===== src/rtl/alu64bit_pkg.sv =====
// Shared constants and opcode encoding for the 64-bit ALU.
// Used by alu1bit and alu_64bit.
package alu64bit_pkg;

   localparam int WIDTH = 64;

   typedef enum logic [1:0] {
      OP_NOR = 2'b00,
      OP_XOR = 2'b01,
      OP_ADD = 2'b10,
      OP_SUB = 2'b11
   } op_t;

endpackage


===== src/rtl/alu1bit.sv =====
// One-bit ALU slice: full adder plus NOR/XOR mux.
// b is inverted locally for subtraction.
module alu1bit
   import alu64bit_pkg::*;
(
   input  logic a,
   input  logic b,
   input  logic cin,
   input  op_t  op,
   output logic s,
   output logic cout
);

   logic bx;
   logic p;

   assign bx = (op == OP_SUB) ? ~b : b;
   assign p  = a ^ bx;

   always_comb begin
      s    = 1'b0;
      cout = 1'b0;
      unique case (op)
         OP_NOR: s = ~(a | b);
         OP_XOR: s = a ^ b;
         OP_ADD,
         OP_SUB: begin
            s    = p ^ cin;
            cout = (a & bx) | (cin & p);
         end
         default: begin
            s    = 1'b0;
            cout = 1'b0;
         end
      endcase
   end

endmodule


===== src/rtl/alu_64bit.sv =====
// 64-bit ripple ALU with registered result.
// Optional signed overflow output: define ALU64BIT_OVF_EN.
module alu_64bit
   import alu64bit_pkg::*;
(
   input  logic             clk,
   input  logic             rst_n,
   input  logic [WIDTH-1:0] a,
   input  logic [WIDTH-1:0] b,
   input  logic             cin,
   input  logic [1:0]       op,
`ifdef ALU64BIT_OVF_EN
   output logic             ovf,
`endif
   output logic [WIDTH-1:0] s,
   output logic             cout
);

   op_t              op_e;
   logic [WIDTH:0]   c;
   logic [WIDTH-1:0] s_d, s_q;
   logic             cout_d, cout_q;

   assign op_e = op_t'(op);
   assign c[0] = cin;

   for (genvar i = 0; i < WIDTH; i++) begin : g_slice
      alu1bit u_bit (
         .a    (a[i]),
         .b    (b[i]),
         .cin  (c[i]),
         .op   (op_e),
         .s    (s_d[i]),
         .cout (c[i+1])
      );
   end

   assign cout_d = c[WIDTH];

   always_ff @(posedge clk or negedge rst_n) begin
      if (!rst_n) begin
         s_q    <= '0;
         cout_q <= 1'b0;
      end else begin
         s_q    <= s_d;
         cout_q <= cout_d;
      end
   end

   assign s    = s_q;
   assign cout = cout_q;

`ifdef ALU64BIT_OVF_EN
   logic ovf_d, ovf_q;

   always_comb begin
      ovf_d = 1'b0;
      unique case (op_e)
         OP_ADD: ovf_d = (a[WIDTH-1] == b[WIDTH-1]) &
                         (s_d[WIDTH-1] != a[WIDTH-1]);
         OP_SUB: ovf_d = (a[WIDTH-1] != b[WIDTH-1]) &
                         (s_d[WIDTH-1] != a[WIDTH-1]);
         default: ovf_d = 1'b0;
      endcase
   end

   always_ff @(posedge clk or negedge rst_n) begin
      if (!rst_n) ovf_q <= 1'b0;
      else        ovf_q <= ovf_d;
   end

   assign ovf = ovf_q;
`endif

endmodule


===== config.mk =====
export PLATFORM = sky130hd
export DESIGN_NAME = alu_64bit
export DESIGN_NICKNAME = d
export VERILOG_FILES = /design/src/rtl/alu64bit_pkg.sv /design/src/rtl/alu1bit.sv /design/src/rtl/alu_64bit.sv
export SDC_FILE = /design/constraint.sdc
export NUM_CORES = 1
export LEC_CHECK = 0
export CORE_ASPECT_RATIO = 0.8
export CORE_MARGIN = 3
export CORE_UTILIZATION = 53
export DETAILED_ROUTE_END_ITERATION = 7
export GPL_TIMING_DRIVEN = 0
export HOLD_SLACK_MARGIN = 0.02
export PLACE_DENSITY_LB_ADDON = 0.15
export SLEW_MARGIN = 20
export SYNTH_ARGS = -nofsm -noshare
export SYNTH_HDL_FRONTEND = slang
export SYNTH_SLANG_ARGS = --single-unit

===== constraint.sdc =====
create_clock -name clk -period 0.8 [get_ports clk]
set_clock_uncertainty 0.05 [all_clocks]
set_input_delay 0.2 -clock clk [delete_from_list [all_inputs] [get_ports clk]]
set_output_delay 0.2 -clock clk [all_outputs]
set_load 0.01 [all_outputs]

# Yosys cells after proc, flatten, opt, wreduce, memory -nomap -nowiden
# Index checks and enable logic that the tools add are counted.
# word_totals
latchBits,0
ram_bits,0
reg_bits,65
elab_cells,775
output_inout_bits,65
memories,0
rom_bits,0
in_bits,133
# op_classes
n_shift,0
eq_ne,3
reduce_logical,2
bitwise,576
div,0
mul,0
n_lt_le_gt_ge,0
n_mux,192
add_sub_neg,0
# op_table
operator,n
$pmux W1 S3,64
$xor A1 B1 Y1,192
$and A1 B1 Y1,128
$mux W1,128
$not A1 Y1,128
$or A1 B1 Y1,128
$eq A2 B2 Y1 const B,2
$eq A2 B1 Y1 const B,1
$logic_not A2 Y1,1
$reduce_or A2 Y1,1

# Depth between registers and ports, before layout
# Gate-level depths: netlist of the first run.
# depth
word_depth,195
depth_mapped,133

# Hierarchy
# Synthesis of the first run repeated with hierarchy kept, for this count alone.
# hier_totals
hier_cells,705
hier_area_um2,6911.6
# by_module_without_submodules
module,cells_per_inst,area_per_inst_um2,n_inst,seq_area_each_um2
alu1bit,10,82.6,64,0.0
alu_64bit,65,1626.6,1,1626.6

# Worst setup path before layout of the first run
# No wires, ideal clock.
# synth_path
kind,input to register
startpoint,input op[1]
endpoint,register s_q[63] (netlist: s[63])
path_slack_ps,-31544
path_buffers,2
arrival_ps,32167
stages,133
cell_sequence,buf_2 nand2_4 buf_4 xnor2_1 fa_1 nand2b_1 fa_1 nand2b_1 fa_1 nand2b_1 fa_1 nand2b_1 fa_1 nand2b_1 fa_1 nand2b_1 fa_1 nand2b_1 [97 not listed] nand2b_1 fa_1 nand2b_1 fa_1 nand2b_1 fa_1 nand2b_1 fa_1 nand2b_1 fa_1 nand2b_1 fa_1 nand2b_1 fa_1 nor2b_1 fa_1 nand2_1 o21ai_0
# synth_via
elab_chain_len,194
word_cells_on_any_way,387
cone_classes,3 x eq/ne; 128 x mux; 254 x bitwise; 2 x reduce/logical
# synth_rtl
item,line_no,rtl
"start, declared",alu_64bit.sv:11,"input logic [1:0] op,"
$eq A2 B2 Y1,"alu1bit.sv:17, alu1bit.sv:23",
$mux W1,alu1bit.sv:17,assign bx = (op == OP_SUB) ? ~b : b;
$xor A1 B1 Y1,alu1bit.sv:18,assign p = a ^ bx;
$and A1 B1 Y1,alu1bit.sv:29,cout = (a & bx) | (cin & p);
$or A1 B1 Y1,alu1bit.sv:29,
$mux W1,alu1bit.sv:23,unique case (op)
$and A1 B1 Y1,alu1bit.sv:29,
$or A1 B1 Y1,alu1bit.sv:29,
[179 not listed],--,
$or A1 B1 Y1,alu1bit.sv:29,
$mux W1,alu1bit.sv:23,
$and A1 B1 Y1,alu1bit.sv:29,
$or A1 B1 Y1,alu1bit.sv:29,
$mux W1,alu1bit.sv:23,
$xor A1 B1 Y1,alu1bit.sv:28,s = p ^ cin;
$pmux W1 S3 (*),alu1bit.sv:23,
named net g_slice[63].u_bit.s,alu1bit.sv:10,"output logic s,"
"end signal, assigned",alu_64bit.sv:42,s_q <= '0;
"end signal, assigned",alu_64bit.sv:45,s_q <= s_d;
"end, declared",alu_64bit.sv:21,"logic [WIDTH-1:0] s_d, s_q;"
# Mark *: on every way through the listed nets, which the timed path passes. The rest lies on a longest branch.

# Worst setup path after layout of the first run
# Same ends and word-level chain as after synthesis.

==> run summary, run 1 <==
RSZ-0062 raised after global routing - true
N_diodes - 0
Fin cells - 997
Worst Setup End Kind - flop
Netlist cell types - 17
# DRC - 0
Total global-route track usage - 25.00%
Post-synth top area cell - dfrtp_1
Static leakage - 4.978 nW
Flops & latches, synth - 65
CP Class - input port to flop
Hold_ws - -240.0 ps
Final setup fails - 130
Post-layout util - 78.94%
Final Hold Viols - 30
Detailed Place HPWL - 12770 um
Avg WL per Cell - 16.41 um
DRT iter0 DRCs - 117
Syn Inst Count - 609
Measured slew at the worst slew-check pin - 594.2 ps
Area of the multi-input gates - 4990 um^2
Worst EP arrival - 31720 ps
Max Slew Vio Count - 0
CP peak stage delay - 420 ps
Total of warnings raised by yosys - 0
Most used cell, CP - fa_2
Count leader, synth - inv_1
Hold crit path type - input port to asynchronous set/reset pin
Grt ovf - 0
Setup_tns - -1053240 ps
WL final - 16370 um
Placer Congestion - 0.8217
Synth top area share - 24.36%
Slew margin rel. - 60.39%
First-pass GRT wire length - 27740 um
Layout cells sized above 1 - 30.15%
PnR worst setup slack - -30750 ps
Cell Rows - 36
Die ar. - 13990 um^2
Inst Count DP - 977
Initial Util - 54.49%
Max Cap Violations - 0
Core area - 12250 um^2
Num CTS Buffers - 9
Area delta synth->final - 44.87%
Vias/cell - 4.814
IO buf count - 196
Layout fillers - 774
CTS tree - yes
Vias in the first global route - 5514
Clk slew on worst S/H paths - 50 ps
Root buffer cell - clkbuf_16
Post-synth top cells - inv_1 (129), mux2i_1 (126), dfrtp_1 (65)
TritonCTS Sinks - 65
Main area contributors after synthesis - dfrtp_1 (24%), fa_1 (19%), mux2i_1 (19%), ha_1 (12%), xnor2_1 (8.4%)
Chip Height - 106.4 um
Crit start category - input port
Dominant synthesized flop cell - dfrtp_1
Final period utilization - 3944%
I/O pins - 198
Max VDD drop - 0.0009769 V
Flip-flop and latch area - 1627 um^2
Mapped Nets - 870
Fmax - 31.70 MHz
Minimum clock period - 31550 ps
Avg Synthesized Cell Area - 10.96 um^2
Crit path from - op[1]
Post-synth EDFFs - 0
Nets - 1082
Initial antenna violation count - 0
Via count - 4800
Clock Path Buffers - 2
Outcome - complete, but fails checks
CTS H-tree depth - 3
Largest net degree at the start of global routing - 36
Crit-path max FO - 4
Post-route ant nets - 0
Failing checks - hold timing, setup timing
Cell Area, Synth - 6676 um^2
1st-pass router iterations - 4
Worst setup path endpoint - s[63]$_DFF_PN0_
Die width - 131.5 um
Place WS - -31900 ps
Slowest stage cell, crit path - fa_2
Post-synth ARST share - 100.0%
CP required - 970 ps
Seq/Total Area, Yosys - 24.36%
Cell Pwr Density - 1461 nW/um^2
-- cells in the final DEF (no fill, tap or decap) --
| cell type | instances |
|---|---|
| xnor2_1 | 63 |
| clkbuf_16 | 9 |
| buf_4 | 18 |
| dlygate4sd2_1 | 2 |
| nand2b_4 | 60 |
| o21ai_0 | 1 |
| xnor2_4 | 1 |
| nand2_2 | 1 |
| clkbuf_8 | 2 |
| buf_8 | 8 |
| ha_1 | 64 |
| inv_2 | 2 |
| mux2i_1 | 125 |
| mux2i_2 | 1 |
| clkinv_2 | 2 |
| o21ai_1 | 1 |
| buf_2 | 56 |
| clkinvlp_4 | 1 |
| bufinv_16 | 2 |
| clkbuf_2 | 3 |
| buf_12 | 2 |
| nor2b_4 | 2 |
| nand2_1 | 2 |
| inv_1 | 127 |
| clkdlybuf4s50_1 | 126 |
| fa_2 | 64 |
| buf_6 | 14 |
| nand2_8 | 1 |
| dfrtp_1 | 65 |
| and2_1 | 1 |
-- power breakdown --
part	switching (W)	internal, W
logic	0.00259	0.00300
registers	0.000209	0.00390
clock network	0.00154	0.00289
-- area by class of cell --
cell class / instances / share of cell area (%)
Clock buffer: 11 / 2.613
Inverter: 129 / 5.006
Buffer: 28 / 2.730
Timing Repair Buffer: 201 / 18.23
Clock inverter: 5 / 0.8021
Tap cell: 171 / 2.212
Sequential cell: 65 / 16.82
Multi-Input combinational cell: 387 / 51.59
-- worst max-delay path: cells and delay by family --
family,cells,cell delay (ps)
fa+ha+maj,64,21890
buf+inv,2,210
xor+xnor,1,110
simple gates,65,9170
compound gates,1,60
-- layer usage --
layer	wire length [um]	GRT usage, %	vias to the layer above
li1	-	-	2316
met3	848	6.008	28
met2	8372	43.82	143
met5	0	0	-
met4	357	7.346	0
met1	6787	30.93	2313
-- sequential cells by signal, indices dropped and copies added, names as in the netlist --
signal,cells
cout,1
s,64
-- worst min-delay path by stage --
stage	start	end	slack, ps	cells after the start
final	rst_n	s[26]$_DFF_PN0_	-240	1
after global routing	rst_n	s[26]$_DFF_PN0_	-210	1
after CTS	rst_n	s[26]$_DFF_PN0_	-230	1
after detailed placement	rst_n	s[26]$_DFF_PN0_	130	1
after global placement	op[1]	s[47]$_DFF_PN0_	830	5
after floorplan	rst_n	cout$_DFF_PN0_	-150	0
-- stage by stage --
| stage | cell area [um^2] | total power [W] |
|---|---|---|
| final | 9672 | 0.01413 |
| after global routing | 9672 | 0.01504 |
| after CTS | 9641 | 0.01422 |
| after detailed placement | 9520 | 0.01015 |
| after global placement | 9499 | 0.009863 |
| after floorplan | 7323 | 0.007451 |
-- kinds of logic after synthesis --
family | synth area share [%]
adder cells (fa/ha/maj) | 31.18
AO/OA/AOI/OAI | 0.1499
multiplexers | 18.89
AND/OR/NAND/NOR | 6.241
flip-flops | 24.36
buffers and inverters | 10.78
XOR/XNOR | 8.396
-- repair_timing --
| item | in CTS | in global routing |
|---|---|---|
| pin swaps | 8 | 5 |
| setup buffers | 4 | 0 |
| hold endpoints to repair | 30 | 30 |
| resized for setup | 296 | 5 |
| setup endpoints to repair | 130 | 130 |
| gates cloned | 0 | 0 |
Power figures use the tool's default switching activity.
==> inputs of run 2 (changes only) <==
- SETUP_SLACK_MARGIN: default -> 0.5
==> run 2 against run 1 <==
The flow still finishes with violations (hold timing, setup timing). Worst hold slack worse by 83 ps. Flip-flop and latch count stayed put. Worst setup slack worse by 13 ps. Non-clock buffer count is 1 higher.
==> run summary, run 2 (synthesis gave the netlist of run 1 again) <==
Inst Count DP - 977 (unchanged)
Outcome - complete, but fails checks
Final setup fails - 130 (unchanged)
Total global-route track usage - 25.03% (+0.031 points)
CP required - 970 ps (about the same)
Crit-path max FO - 4 (unchanged)
Flip-flop and latch area - 1627 um^2 (unchanged)
Layout cells sized above 1 - 30.23% (+0.084 points)
CP Class - input port to flop
Measured slew at the worst slew-check pin - 594.6 ps (+0.4587 ps)
CTS H-tree depth - 3 (unchanged)
Fin cells - 998 (+0.10%)
Detailed Place HPWL - 12770 um (unchanged)
Layout fillers - 769 (-0.65%)
Slowest stage cell, crit path - fa_2
DRT iter0 DRCs - 136 (+16%)
Gate power share - 39.7% (about the same)
1st-pass router iterations - 4 (unchanged)
Hold_ws - -322.8 ps (-82.76 ps)
CP peak stage delay - 420 ps (about the same)
Internal - 0.009809 W (+0.21%)
Failing checks - hold timing, setup timing
Crit start category - input port
Max Cap Violations - 0 (unchanged)
Initial Util - 54.49% (unchanged)
Largest net degree at the start of global routing - 36 (unchanged)
Die width - 131.5 um (unchanged)
Post-route ant nets - 0 (unchanged)
Design Area, Final - 9712 um^2 (+0.41%)
CTS tree - yes
Cell Pwr Density - 1459 nW/um^2 (-0.14%)
PnR worst setup slack - -30760 ps (-13.10 ps)
Num CTS Buffers - 9 (unchanged)
Final Hold Viols - 65 (+120%)
Worst EP arrival - 31730 ps (about the same)
Clock power share - 31.2% (about the same)
Place WS - -31900 ps (unchanged)
Setup_tns - -1053820 ps (-580.0 ps)
IO buf count - 196 (unchanged)
Max FFs per register - 64 (unchanged)
N_diodes - 0 (unchanged)
Clock Path Buffers - 2 (unchanged)
RSZ-0062 raised after global routing - true
Initial antenna violation count - 0 (unchanged)
Grt ovf - 0 (unchanged)
Chip Height - 106.4 um (unchanged)
Die ar. - 13990 um^2 (unchanged)
Share of power burned in registers - 29.0% (about the same)
Nets - 1083 (+0.092%)
Most common cell after layout, fill and taps aside - inv_1
Avg WL per Cell - 16.65 um (+1.4%)
Max Slew Vio Count - 0 (unchanged)
Area of the multi-input gates - 4990 um^2 (unchanged)
TritonCTS Sinks - 65 (unchanged)
Area delta synth->final - 45.46%
Worst Setup End Kind - flop
Most used cell, CP - fa_2
Final period utilization - 3945% (about the same)
Root buffer cell - clkbuf_16
Worst setup path endpoint - s[63]$_DFF_PN0_
Switching share of total power - 30.75% (+0.044 points)
Cell Rows - 36 (unchanged)
Vias/cell - 4.837 (+0.46%)
Hold crit path type - input port to asynchronous set/reset pin
Commonest non-fill, non-tap cells in the layout - inv_1 (127), clkdlybuf4s50_1 (126), mux2i_1 (125), dfrtp_1 (65)
Placed cell area - 9520 um^2 (unchanged)
Static leakage - 4.996 nW (+0.37%)
Placer Congestion - 0.8217 (unchanged)
Slew margin rel. - 60.36% (about the same)
I/O pins - 198 (unchanged)
Sw power - 0.004356 W (+0.42%)
Vias in the first global route - 5520 (+0.11%)
Clk slew on worst S/H paths - 50 ps (about the same)
Minimum clock period - 31560 ps (+13.10 ps)
Max VDD drop - 0.0009822 V (+0.54%)
First-pass GRT wire length - 27790 um (+0.15%)
Fmax - 31.68 MHz (about the same)
Via count - 4827 (+0.56%)
# DRC - 0 (unchanged)
WL final - 16620 um (+1.5%)
Core area - 12250 um^2 (unchanged)
Crit path from - op[1]
[run 2: cell count changes in the layout (fill, tap and decap cells not counted)]
cell,before,now
buf_12,2,1
clkbuf_16,9,10
buf_16,0,1
buf_8,8,9
buf_4,18,17
[run 2: metal layers]
| layer | track usage, % | wire (um) | up-vias |
|---|---|---|---|
| met4 | 7.346 | 339 | 0 |
| met5 | 0 | 0 | - |
| met1 | 30.96 | 6893 | 2331 |
| met3 | 6.008 | 889 | 29 |
| li1 | - | - | 2318 |
| met2 | 43.89 | 8493 | 149 |
[run 2: area by class of cell]
class / instances / share of cell area, %
clock inverter: 5 / 0.7988
clock buffer: 11 / 2.602
buffer: 28 / 2.718
tap: 171 / 2.203
multi-input combinational: 387 / 51.38
inverter: 129 / 4.986
timing repair buffer: 202 / 18.56
sequential: 65 / 16.75
[run 2: metrics by stage]
stage	power (W)	utilization [%]
after global routing	0.01507	79.27
after global placement	0.009863	77.53
after floorplan	0.007451	-
final	0.01417	79.27
after detailed placement	0.01015	77.71
after CTS	0.01423	78.75
[run 2: power groups by stage]
stage	sequential, W	clock, W	combinational [W]
floorplan	0.00446	0	0.00299
global placement	0.00416	0	0.00571
detailed placement	0.00415	0	0.00601
CTS	0.00410	0.00449	0.00563
global route	0.00416	0.00465	0.00626
finish	0.00411	0.00443	0.00563
[run 2: worst min-delay path by stage]
stage               start         endpoint  cells past startpoint
floorplan           rst_n   cout$_DFF_PN0_                      0
global route        rst_n  s[26]$_DFF_PN0_                      1
global placement    op[1]  s[47]$_DFF_PN0_                      5
finish              rst_n  s[26]$_DFF_PN0_                      1
CTS                 rst_n  s[26]$_DFF_PN0_                      1
detailed placement  rst_n  s[26]$_DFF_PN0_                      1
[run 2: timing repair]
action	4_1_cts	5_1_grt
setup endpoints to repair	165	165
resized for setup	298	6
hold endpoints to repair	65	48
pin swaps	8	5
cloned	0	1
buffers inserted	4	0
[run 2: critical path: cells and delay by family]
kind,cells,cell delay [ps]
compound gates,1,60
xor+xnor,1,110
fa+ha+maj,64,21890
buf+inv,2,210
simple gates,65,9170
